--- config.mk ---
export PLATFORM = sky130hd
export DESIGN_NAME = sequence_generator
export DESIGN_NICKNAME = d
export VERILOG_FILES = /design/src/rtl/seqgen_pkg.sv /design/src/rtl/sequence_generator.sv
export SDC_FILE = /design/constraint.sdc
export NUM_CORES = 1
export LEC_CHECK = 0
export CAP_MARGIN = 25
export CORE_UTILIZATION = 45
export CTS_BUF_LIST = sky130_fd_sc_hd__clkbuf_16
export CTS_CLUSTER_DIAMETER = 100
export CTS_CLUSTER_SIZE = 25
export DETAILED_ROUTE_END_ITERATION = 12
export GPL_TIMING_DRIVEN = 0
export HOLD_SLACK_MARGIN = 0.08
export PLACE_DENSITY = 0.66
export SLEW_MARGIN = 20
export SYNTH_ARGS = -nofsm -noshare
export SYNTH_HDL_FRONTEND = slang
export SYNTH_SLANG_ARGS = --single-unit
--- constraint.sdc ---
create_clock -name clk -period 3.4 [get_ports clk]
set_input_delay 0.51 -clock clk [delete_from_list [all_inputs] [get_ports clk]]
set_output_delay 0.51 -clock clk [all_outputs]
set_load 0.005 [all_outputs]
--- src/rtl/seqgen_pkg.sv ---
// rtl/seqgen_pkg.sv - shared state encoding and default sizes for the serial sequence generator
package seqgen_pkg;

    localparam int SEQGEN_WIDTH = 24;
    localparam int SEQGEN_GAP_W = 4;

    typedef enum logic [1:0] {
        IDLE = 2'd0,
        SEND = 2'd1,
        GAP  = 2'd2
    } seqgen_state_t;

endpackage

--- src/rtl/sequence_generator.sv ---
// rtl/sequence_generator.sv - MSB-first serial frame transmitter with optional recirculation and idle gap
//
// Ports:
//   clk, rst              rising-edge clock, asynchronous active-high reset
//   load_valid/load_ready frame handshake (ready only while idle)
//   load_data, load_len   frame bits (MSB first) and length (0 or >WIDTH means WIDTH)
//   repeat_en, gap_len    recirculate flag and idle cycles between frames, sampled at load
//   stop                  end recirculation after the current frame / end a gap at once
//   x, x_valid            registered serial bit and its qualifier (x is 0 when not valid)
//   busy, done            not-idle decode and one-cycle pulse on return to idle
module sequence_generator
    import seqgen_pkg::*;
#(
    parameter int WIDTH = SEQGEN_WIDTH,
    parameter int GAP_W = SEQGEN_GAP_W,
    parameter int CNT_W = $clog2(WIDTH + 1)
) (
    input  logic             clk,
    input  logic             rst,
    input  logic             load_valid,
    output logic             load_ready,
    input  logic [WIDTH-1:0] load_data,
    input  logic [CNT_W-1:0] load_len,
    input  logic             repeat_en,
    input  logic [GAP_W-1:0] gap_len,
    input  logic             stop,
    output logic             x,
    output logic             x_valid,
    output logic             busy,
    output logic             done
);

    seqgen_state_t    state, state_next;
    logic [WIDTH-1:0] shreg;
    logic [WIDTH-1:0] frame;
    logic [CNT_W-1:0] bit_cnt;
    logic [CNT_W-1:0] frame_len;
    logic [CNT_W-1:0] eff_len;
    logic [GAP_W-1:0] gap_cnt;
    logic [GAP_W-1:0] gap_q;
    logic             rep_q;
    logic             start;
    logic             reload;
    logic             enter_gap;
    logic             finish;

    // Out-of-range lengths send the full register.
    always_comb begin
        eff_len = load_len;
        if (load_len == '0 || load_len > CNT_W'(WIDTH))
            eff_len = CNT_W'(WIDTH);
    end

    always_comb begin
        state_next = state;
        start      = 1'b0;
        reload     = 1'b0;
        enter_gap  = 1'b0;
        finish     = 1'b0;
        load_ready = (state == IDLE);
        busy       = (state != IDLE);
        case (state)
            IDLE: begin
                if (load_valid) begin
                    start      = 1'b1;
                    state_next = SEND;
                end
            end
            SEND: begin
                // A stop seen on the last bit already cancels the recirculation.
                if (bit_cnt == '0) begin
                    if (rep_q && !stop) begin
                        if (gap_q == '0) begin
                            reload = 1'b1;
                        end else begin
                            enter_gap  = 1'b1;
                            state_next = GAP;
                        end
                    end else begin
                        finish     = 1'b1;
                        state_next = IDLE;
                    end
                end
            end
            GAP: begin
                if (stop) begin
                    finish     = 1'b1;
                    state_next = IDLE;
                end else if (gap_cnt == '0) begin
                    reload     = 1'b1;
                    state_next = SEND;
                end
            end
            default: state_next = IDLE;
        endcase
    end

    always_ff @(posedge clk or posedge rst) begin
        if (rst)
            state <= IDLE;
        else
            state <= state_next;
    end

    always_ff @(posedge clk or posedge rst) begin
        if (rst) begin
            shreg     <= '0;
            frame     <= '0;
            bit_cnt   <= '0;
            frame_len <= '0;
            gap_cnt   <= '0;
            gap_q     <= '0;
            rep_q     <= 1'b0;
            x         <= 1'b0;
            x_valid   <= 1'b0;
            done      <= 1'b0;
        end else begin
            done    <= finish;
            x_valid <= (state_next == SEND);

            if (start) begin
                frame     <= load_data;
                frame_len <= eff_len;
                rep_q     <= repeat_en;
                gap_q     <= gap_len;
            end else if (stop && state != IDLE) begin
                rep_q <= 1'b0;
            end

            // x is registered, so the bit presented next cycle is loaded here.
            if (start) begin
                x       <= load_data[WIDTH-1];
                shreg   <= {load_data[WIDTH-2:0], 1'b0};
                bit_cnt <= eff_len - CNT_W'(1);
            end else if (reload) begin
                x       <= frame[WIDTH-1];
                shreg   <= {frame[WIDTH-2:0], 1'b0};
                bit_cnt <= frame_len - CNT_W'(1);
            end else if (state == SEND && state_next == SEND) begin
                x       <= shreg[WIDTH-1];
                shreg   <= {shreg[WIDTH-2:0], 1'b0};
                bit_cnt <= bit_cnt - CNT_W'(1);
            end else begin
                x <= 1'b0;
            end

            if (enter_gap)
                gap_cnt <= gap_q - GAP_W'(1);
            else if (state == GAP && gap_cnt != '0)
                gap_cnt <= gap_cnt - GAP_W'(1);
        end
    end

endmodule
# Yosys cells after proc, flatten, opt, wreduce, memory -nomap -nowiden
# Index checks and enable logic that the tools add are counted.
totals:
  ff_bits: 72
  inputBits: 38
  out_inout_bits: 5
  elab_cells: 73
classes:
  n_addsub: 5
  order_cmp: 1
  eq_ne: 3
  mux: 37
  n_reduce_logical: 16
ops:
  columns: ["operator", "n"]
  rows:
  - ["$mux W24", 3]
  - ["$mux W5", 4]
  - ["$mux W1", 19]
  - ["$sub A5 B1 Y5 const B", 3]
  - ["$mux W2", 6]
  - ["$logic_not A5 Y1", 2]
  - ["$logic_not A4 Y1", 2]
  - ["$mux W4", 2]
  - ["$sub A4 B1 Y4 const B", 2]
  - ["$pmux W2 S3", 1]
  - ["$reduce_bool A2 Y1", 3]
  - ["$gt A5 B5 Y1 const B", 1]
  - ["$eq A2 B1 Y1 const B", 2]
  - ["$logic_and A1 B1 Y1", 4]
  - ["$pmux W1 S2", 2]
  - ["$reduce_bool A4 Y1", 1]
  - ["$reduce_bool A3 Y1", 1]
  - ["$eq A2 B2 Y1 const B", 1]
  - ["$logic_not A2 Y1", 1]
  - ["$logic_not A1 Y1", 1]
  - ["$logic_or A1 B1 Y1", 1]

# Depth between registers and ports, before layout
# Gate-level depths: netlist of the first run.
logic_depth:
  depth_word: 10
  ltp_mapped: 12
  mapped_depth_nobuf: 11

# Worst setup path before layout of the first run
# Ideal clock, no wire load.
synth_path:
  path_type: "reg2reg"
  from: "reg state[1]"
  to: "reg bit_cnt[4]"
  setup_time_ns: 0.082
  arrival_time_ns: 2.357
  required_time_ns: 3.318
  path_slack_ns: 0.961
  path_stages_with_launch: 12
  n_path_buf: 0
  period_less_slack_ns: 2.439
  path_cell_list: "dfrtp_1 inv_1 ha_1 nor2b_1 nand4_1 nand3_1 a31oi_1 inv_1 ha_1 inv_1 or4_1 a31oi_1"
synth_between:
  elab_chain_cells: 7
  word_cells_on_any_way: 17
  classes_between: "eq/ne (3); mux (11); reduce/logical (3)"
synth_rtl:
  columns: ["item", "line_no", "text"]
  rows:
  - ["from (decl)", "sequence_generator.sv:33", "seqgen_state_t state, state_next;"]
  - ["from (signal assigned)", "sequence_generator.sv:102", "state <= state_next;"]
  - ["$mux W2", "sequence_generator.sv:73", "if (gap_q == '0) begin"]
  - ["$mux W2", "sequence_generator.sv:72", "if (rep_q && !stop) begin"]
  - ["$mux W2", "sequence_generator.sv:71", "if (bit_cnt == '0) begin"]
  - ["$pmux W2 S3", "sequence_generator.sv:62", "case (state)"]
  - ["$eq A2 B1 Y1", "sequence_generator.sv:139", "end else if (state == SEND && state_next == SEND) begin"]
  - ["$logic_and A1 B1 Y1", "sequence_generator.sv:139", null]
  - ["$reduce_bool A3 Y1 (no line)", null, null]
  - ["to (signal assigned)", "sequence_generator.sv:134", "bit_cnt <= eff_len - CNT_W'(1);"]
  - ["to (signal assigned)", "sequence_generator.sv:138", "bit_cnt <= frame_len - CNT_W'(1);"]
  - ["to (signal assigned)", "sequence_generator.sv:142", "bit_cnt <= bit_cnt - CNT_W'(1);"]
  - ["to (decl)", "sequence_generator.sv:36", "logic [CNT_W-1:0] bit_cnt;"]
# Several ways; a longest one is shown, not always the timed one.
# A chain may end at the register's enable or synchronous reset.

# Worst setup path after layout of the first run
layout_path:
  from: "reg state[1]"
  to: "reg frame_len[0]"
layout_between:
  elab_chain_cells: 2
layout_rtl:
  columns: ["item", "line_no", "text"]
  rows:
  - ["$logic_not A2 Y1", "sequence_generator.sv:62", null]
  - ["$mux W1", "sequence_generator.sv:62", null]
  - ["to (signal assigned)", "sequence_generator.sv:123", "frame_len <= eff_len;"]
  - ["to (decl)", "sequence_generator.sv:37", "logic [CNT_W-1:0] frame_len;"]
# No other way between the ends.

==> results.json, run 1 <==
{
  "period_minus_slack_ns": 2.99,
  "finalCritPeriodShare_pct": 88.0,
  "grt-ovfl-total": 0,
  "mostFrequentLayoutCells": "96 x nand2_1, 71 x dfrtp_1, 42 x clkdlybuf4s50_1",
  "p_per_area_mw_per_mm2": 853,
  "ctsHtreeMaxLevel": 3,
  "grt_pass1_vias": 2789,
  "synth_top_family_by_area": "simple AND/OR/NAND/NOR gates",
  "slew_headroom_pct": 61.6,
  "grt_setup_unrepaired": "no",
  "synth-simple-area-share_pct": 17.9,
  "die-area_mm2": 0.00863,
  "cts_sinks": 71,
  "antenna_found_initial": 0,
  "synth.avg_cell_area_um2": 10.1,
  "grt_max_degree": 38,
  "synth_edf_count": 0,
  "endpoint_kind": "register",
  "drtAntennaViolNets": 0,
  "synth_xor_xnor_area_share_pct": 0.706,
  "io_buffer_count": 42,
  "die_h_um": 92.9,
  "synthAdderAreaFrac_pct": 2.02,
  "clock_latency_ns": 0.32,
  "rrSetupSlack_ns": 0.41,
  "crit_family": "buffers and inverters",
  "crit_chain": "inv_1, ha_1, and2_1, clkbuf_1, clkbuf_1, clkbuf_1, clkbuf_1, nand3_1, nand2_1",
  "layout_commonest_cell": "nand2_1",
  "synthMuxAreaShare_pct": 15.1,
  "area_delta_synth_final_pct": 23.5,
  "tightestPinTransition_ns": 0.571,
  "avgViaCountPerCell": 5.27,
  "max_freq_mhz": 334,
  "ctsHoldBuffers": 0,
  "drt-total-wl_um": 7900,
  "boundaryPins": 43,
  "finalMaxSlewViolations": 0,
  "yosys_warnings": 0,
  "drive_above_1_share_pct": 12.4,
  "synthCells": 370,
  "synthesis.area_mm2": 0.00372,
  "vias": 2794,
  "yosysSeqAreaShare_pct": 47.8,
  "synth_cell_type_count": 46,
  "crit_slowest_cell": "clkbuf_1",
  "critical_path_buf_inv_count": 5,
  "worstPathRequired_ns": 3.66,
  "wl_per_cell_um": 14.9,
  "synth-seq-cells": 71,
  "clock_path_buffers": 2,
  "grt_use_total_pct": 20.4,
  "cts_buffers": 9,
  "p_leak_nw": 2.26,
  "path_class": "register to register",
  "outcome": "complete, no violations",
  "fp.dieW_um": 92.9,
  "globalplace.congestion": 0.851,
  "drc": 0,
  "skew_ns": 0.00494,
  "cp-start-kind": "register",
  "hold_violations": 0,
  "post-dp-hpwl_um": 5460,
  "vdd_drop_max_mv": 0.312,
  "dr.pass1.iters": 4,
  "async_flop_share_pct": 100,
  "fin_tns_setup_ns": 0,
  "post_cts_resized": 0,
  "root_buffer": "clkbuf_16",
  "grt_first_pass_wirelength_um": 13600,
  "antenna_cells": 0,
  "rows": 32,
  "ys.flop_type": "dfrtp_1",
  "cp_common_cell": "clkbuf_1",
  "maxCapViolCount": 0,
  "path_clk_slew_ns": 0.05,
  "finalSetupViolations": 0,
  "worstPathMaxFanout": 10,
  "postCtsSetupBuffers": 0,
  "post-route-util_pct": 58.5,
  "min_path_type": "register to register",
  "synth_fp_nets": 414,
  "cts_tree": "built",
  "start_util_pct": 47.4,
  "nNetsFinal": 468,
  "drtIter0Drc": 159,
  "cpPeakStageDelay_ns": 0.49,
  "core_area_mm2": 0.00785,
  "cp.arrival_ns": 3.25,
  "synth_compound_area_share_pct": 12.4
}
-- Yosys cell counts (2+ instances only) --
cell       n  area [um^2]
xor2_1     2         17.5
or4_4      2         22.5
o31ai_1    3         22.5
a21oi_1    9         45.0
nand3_1    7         35.0
a31oi_1    6         37.5
clkbuf_1   9         33.8
dfrtp_1   71         1780
nor4_1     5         31.3
o211ai_1   5         37.5
nand2b_1   3         18.8
ha_1       6         75.1
nand4_1    4         25.0
nor3_1     4         20.0
buf_1      2         7.51
nor2b_1    3         18.8
mux2_4    22          330
and2_1     3         18.8
buf_6      6         67.6
inv_1     11         41.3
or4_1      3         22.5
nor2_1    15         56.3
o21ai_0   29          145
nand2_1   96          360
mux2i_1   23          230
-- layout make-up --
cell class              count  area [um^2]
plain buffers              18          114
clock buffers               9          225
clock inverters             6         77.6
fillers                   714         3250
inverters                  11         43.8
multi-input cells         270         1790
flip-flops and latches     71         1780
well taps                 102          128
repair buffers             43          440
-- worst min-delay path, stage by stage (launching register included) --
cell     delay, ns
dfrtp_1       0.33
nand2_1       0.05
nand2_1       0.05
-- logic make-up after synthesis --
family                     Yosys count
xor gates and xnor gates             3
DFF                                 71
AOI/OAI and AO/OA                   66
and+or+nand+nor                    150
muxes                               45
adders and majority gates            6
buffers and inverters               29
-- path summary, 6_finish.rpt --
path | start | end | depth (start not counted)
worst max-delay path | state[1] | frame_len[0] | 9
worst min-delay path | frame[19] | frame[19] | 2
worst max register to register | state[1] | frame_len[0] | 9
worst min register to register | frame[19] | frame[19] | 2
max in group asynchronous | rst | gap_q[3] | 3
min in group asynchronous | rst | shreg[10] | 2
-- metal layers --
layer	part of all wire (%)	routed length [um]	GRT usage [%]	vias up
met1	50	3960	29.1	1346
li1	-	-	-	1394
met5	0	0	0	-
met3	4.5	358	5.25	2
met4	0.48	38	5.90	0
met2	45	3540	30.5	52
-- metrics by stage --
stage | std cells | power (mW) | hold WS (ns) | area, um^2 | worst slack (ns)
after detailed placement | 515 | 2.97 | 0.463 | 4290 | 0.247
after floorplan | 370 | 2.58 | 0.440 | 3720 | 0.961
after CTS | 530 | 3.95 | 0.476 | 4590 | 0.420
after global routing | 530 | 4.19 | 0.499 | 4590 | 0.152
after global placement | 514 | 2.92 | 0.457 | 4270 | -0.185
final | 530 | 3.92 | 0.471 | 4590 | 0.409
-- power by group --
| group | internal [mW] | total (mW) | switching (mW) | leakage, nW |
|---|---|---|---|---|
| logic | 0.773 | 1.49 | 0.715 | 1.24 |
| clock network | 0.629 | 0.958 | 0.328 | 0.154 |
| registers | 1.23 | 1.47 | 0.244 | 0.872 |
| total | 2.63 | 3.92 | 1.29 | 2.26 |
-- sequential cells by signal, summed over array words and instances, names as in the netlist --
name	count
shreg	23
frame	24
x_valid	1
bit_cnt	5
frame_len	5
state	2
gap_q	4
done	1
rep_q	1
x	1
gap_cnt	4
Note: power is estimated with default switching activity, not from simulation.
==> inputs of run 2 (changes only) <==
--- a/config.mk
+++ b/config.mk
@@ -14,7 +14,7 @@
 export GPL_TIMING_DRIVEN = 0
 export HOLD_SLACK_MARGIN = 0.08
 export PLACE_DENSITY = 0.66
-export SLEW_MARGIN = 20
+export REMOVE_ABC_BUFFERS = 1
 export SYNTH_ARGS = -nofsm -noshare
 export SYNTH_HDL_FRONTEND = slang
 export SYNTH_SLANG_ARGS = --single-unit
==> run 2 against run 1 <==
Total power shrank 0.72%. Cell area shrank 0.44%. Count of clock-buffer cells in the layout did not move. Sequential share of layout area up 0.17 points. Sequential power about the same. Utilization decreased by 0.26 points. Largest power group unchanged. Register-to-register slack gained 0.02 ns. Die area did not move. Clock skew rose by 0.0027 ns. Cell count decreased by 2.3%. Wire length decreased by 5.9%. Critical path depth shrank 1.
==> results.json, run 2 (synthesized netlist as in run 1, its figures left out) <==
{
  "cp.arrival_ns": 3.18,
  "globalplace.congestion": 0.781,
  "clock_path_buffers": 2,
  "grt-ovfl-total": 0,
  "start_util_pct": 47.4,
  "drt-total-wl_um": 7430,
  "stdcell_count": 518,
  "hold_ws_ns": 0.472,
  "ctsHtreeMaxLevel": 3,
  "cts_sinks": 71,
  "drc": 0,
  "period_minus_slack_ns": 2.97,
  "drtIter0Drc": 129,
  "grt_use_total_pct": 19.2,
  "grt_max_degree": 72,
  "grt_first_pass_wirelength_um": 12800,
  "grt_pass1_vias": 2609,
  "path_class": "register to register",
  "post_cts_resized": 0,
  "p_leak_nw": 2.24,
  "io_buffer_count": 42,
  "reg_top3": "frame (24), shreg (23)",
  "fin_area_mm2": 0.00457,
  "mostFrequentLayoutCells": "95 x nand2_1, 71 x dfrtp_1, 42 x clkdlybuf4s50_1",
  "die-area_mm2": 0.00863,
  "die_h_um": 92.9,
  "fin_tns_setup_ns": 0,
  "min_path_type": "register to register",
  "skew_ns": 0.00766,
  "cts_buffers": 9,
  "slew_headroom_pct": 42.5,
  "vias": 2739,
  "layout_commonest_cell": "nand2_1",
  "area_delta_synth_final_pct": 22.9,
  "finalSetupViolations": 0,
  "wl_per_cell_um": 14.3,
  "place_area_mm2": 0.00425,
  "nNetsFinal": 455,
  "grt_setup_unrepaired": "no",
  "path_clk_slew_ns": 0.06,
  "clock_latency_ns": 0.33,
  "core_area_mm2": 0.00785,
  "vdd_drop_max_mv": 0.347,
  "root_buffer": "clkbuf_16",
  "drtAntennaViolNets": 0,
  "rows": 32,
  "worstPathMaxFanout": 11,
  "antenna_found_initial": 0,
  "cts_tree": "built",
  "maxCapViolCount": 0,
  "avgViaCountPerCell": 5.29,
  "p_per_area_mw_per_mm2": 851,
  "worstPathRequired_ns": 3.61,
  "post-dp-hpwl_um": 4780,
  "tightestPinTransition_ns": 0.863,
  "antenna_cells": 0,
  "top_register": "frame",
  "endpoint_kind": "register",
  "boundaryPins": 43,
  "cp-start-kind": "register",
  "drive_above_1_share_pct": 13.5,
  "fp.dieW_um": 92.9,
  "max_freq_mhz": 337,
  "largest_reg_flops": 24,
  "ctsHoldBuffers": 0,
  "dp.cells": 499,
  "hold_violations": 0,
  "dr.pass1.iters": 4,
  "finalMaxSlewViolations": 0,
  "outcome": "complete, no violations",
  "finalCritPeriodShare_pct": 87.3
}
run 2: what timing repair did:
item	CTS	global route
setup endpoints to repair	0	11
hold endpoints to repair	0	0
buffers inserted	0	3
run 2: cell type report:
class                           count  area, um^2
Fill cell                         691        3270
Multi-Input combinational cell    270        1800
Sequential cell                    71        1780
Timing Repair Buffer               48         526
Clock buffer                        9         225
Tap cell                          102         128
Clock inverter                      7        71.3
Inverter                           11        43.8
run 2: report_power, final:
part	internal (mW)	switching, mW
registers	1.23	0.242
logic	0.794	0.700
clock network	0.567	0.360
run 2: metrics by stage:
step                util [%]  power, mW  setup WS, ns
floorplan                  -       2.53        -0.869
finish                  58.3       3.89         0.432
detailed placement      54.2       2.95        -0.163
global route            58.3       4.18         0.160
CTS                     58.0       3.91         0.127
global placement        52.9       2.86         -2.46
run 2: critical path: stages, from the launching register on:
cell and delay [ns]:
dfrtp_1 0.39, inv_1 0.14, ha_1 0.35, nor2b_1 0.27, nand4_1 0.47, a32oi_2 0.50, o211ai_4 0.15, buf_4 0.27
mux2_4 0.31
run 2: per-layer routing:
metal / vias to the layer above / GRT usage, % / share of wire, %
met5: - / 0 / 0
met1: 1314 / 27.1 / 48
met2: 51 / 29.0 / 47
li1: 1370 / - / -
met3: 4 / 4.52 / 4.3
met4: 0 / 6.54 / 0.86
run 2: worst paths after layout:
kind	from	end	slack, ns	depth (start not counted)
max	state[1]	shreg[7]	0.43	8
min	frame_len[2]	frame_len[2]	0.47	2
max reg2reg	state[1]	shreg[7]	0.43	8
min reg2reg	frame_len[2]	frame_len[2]	0.47	2
max in group asynchronous	rst	state[0]	2.12	2
min in group asynchronous	rst	frame[5]	0.73	2
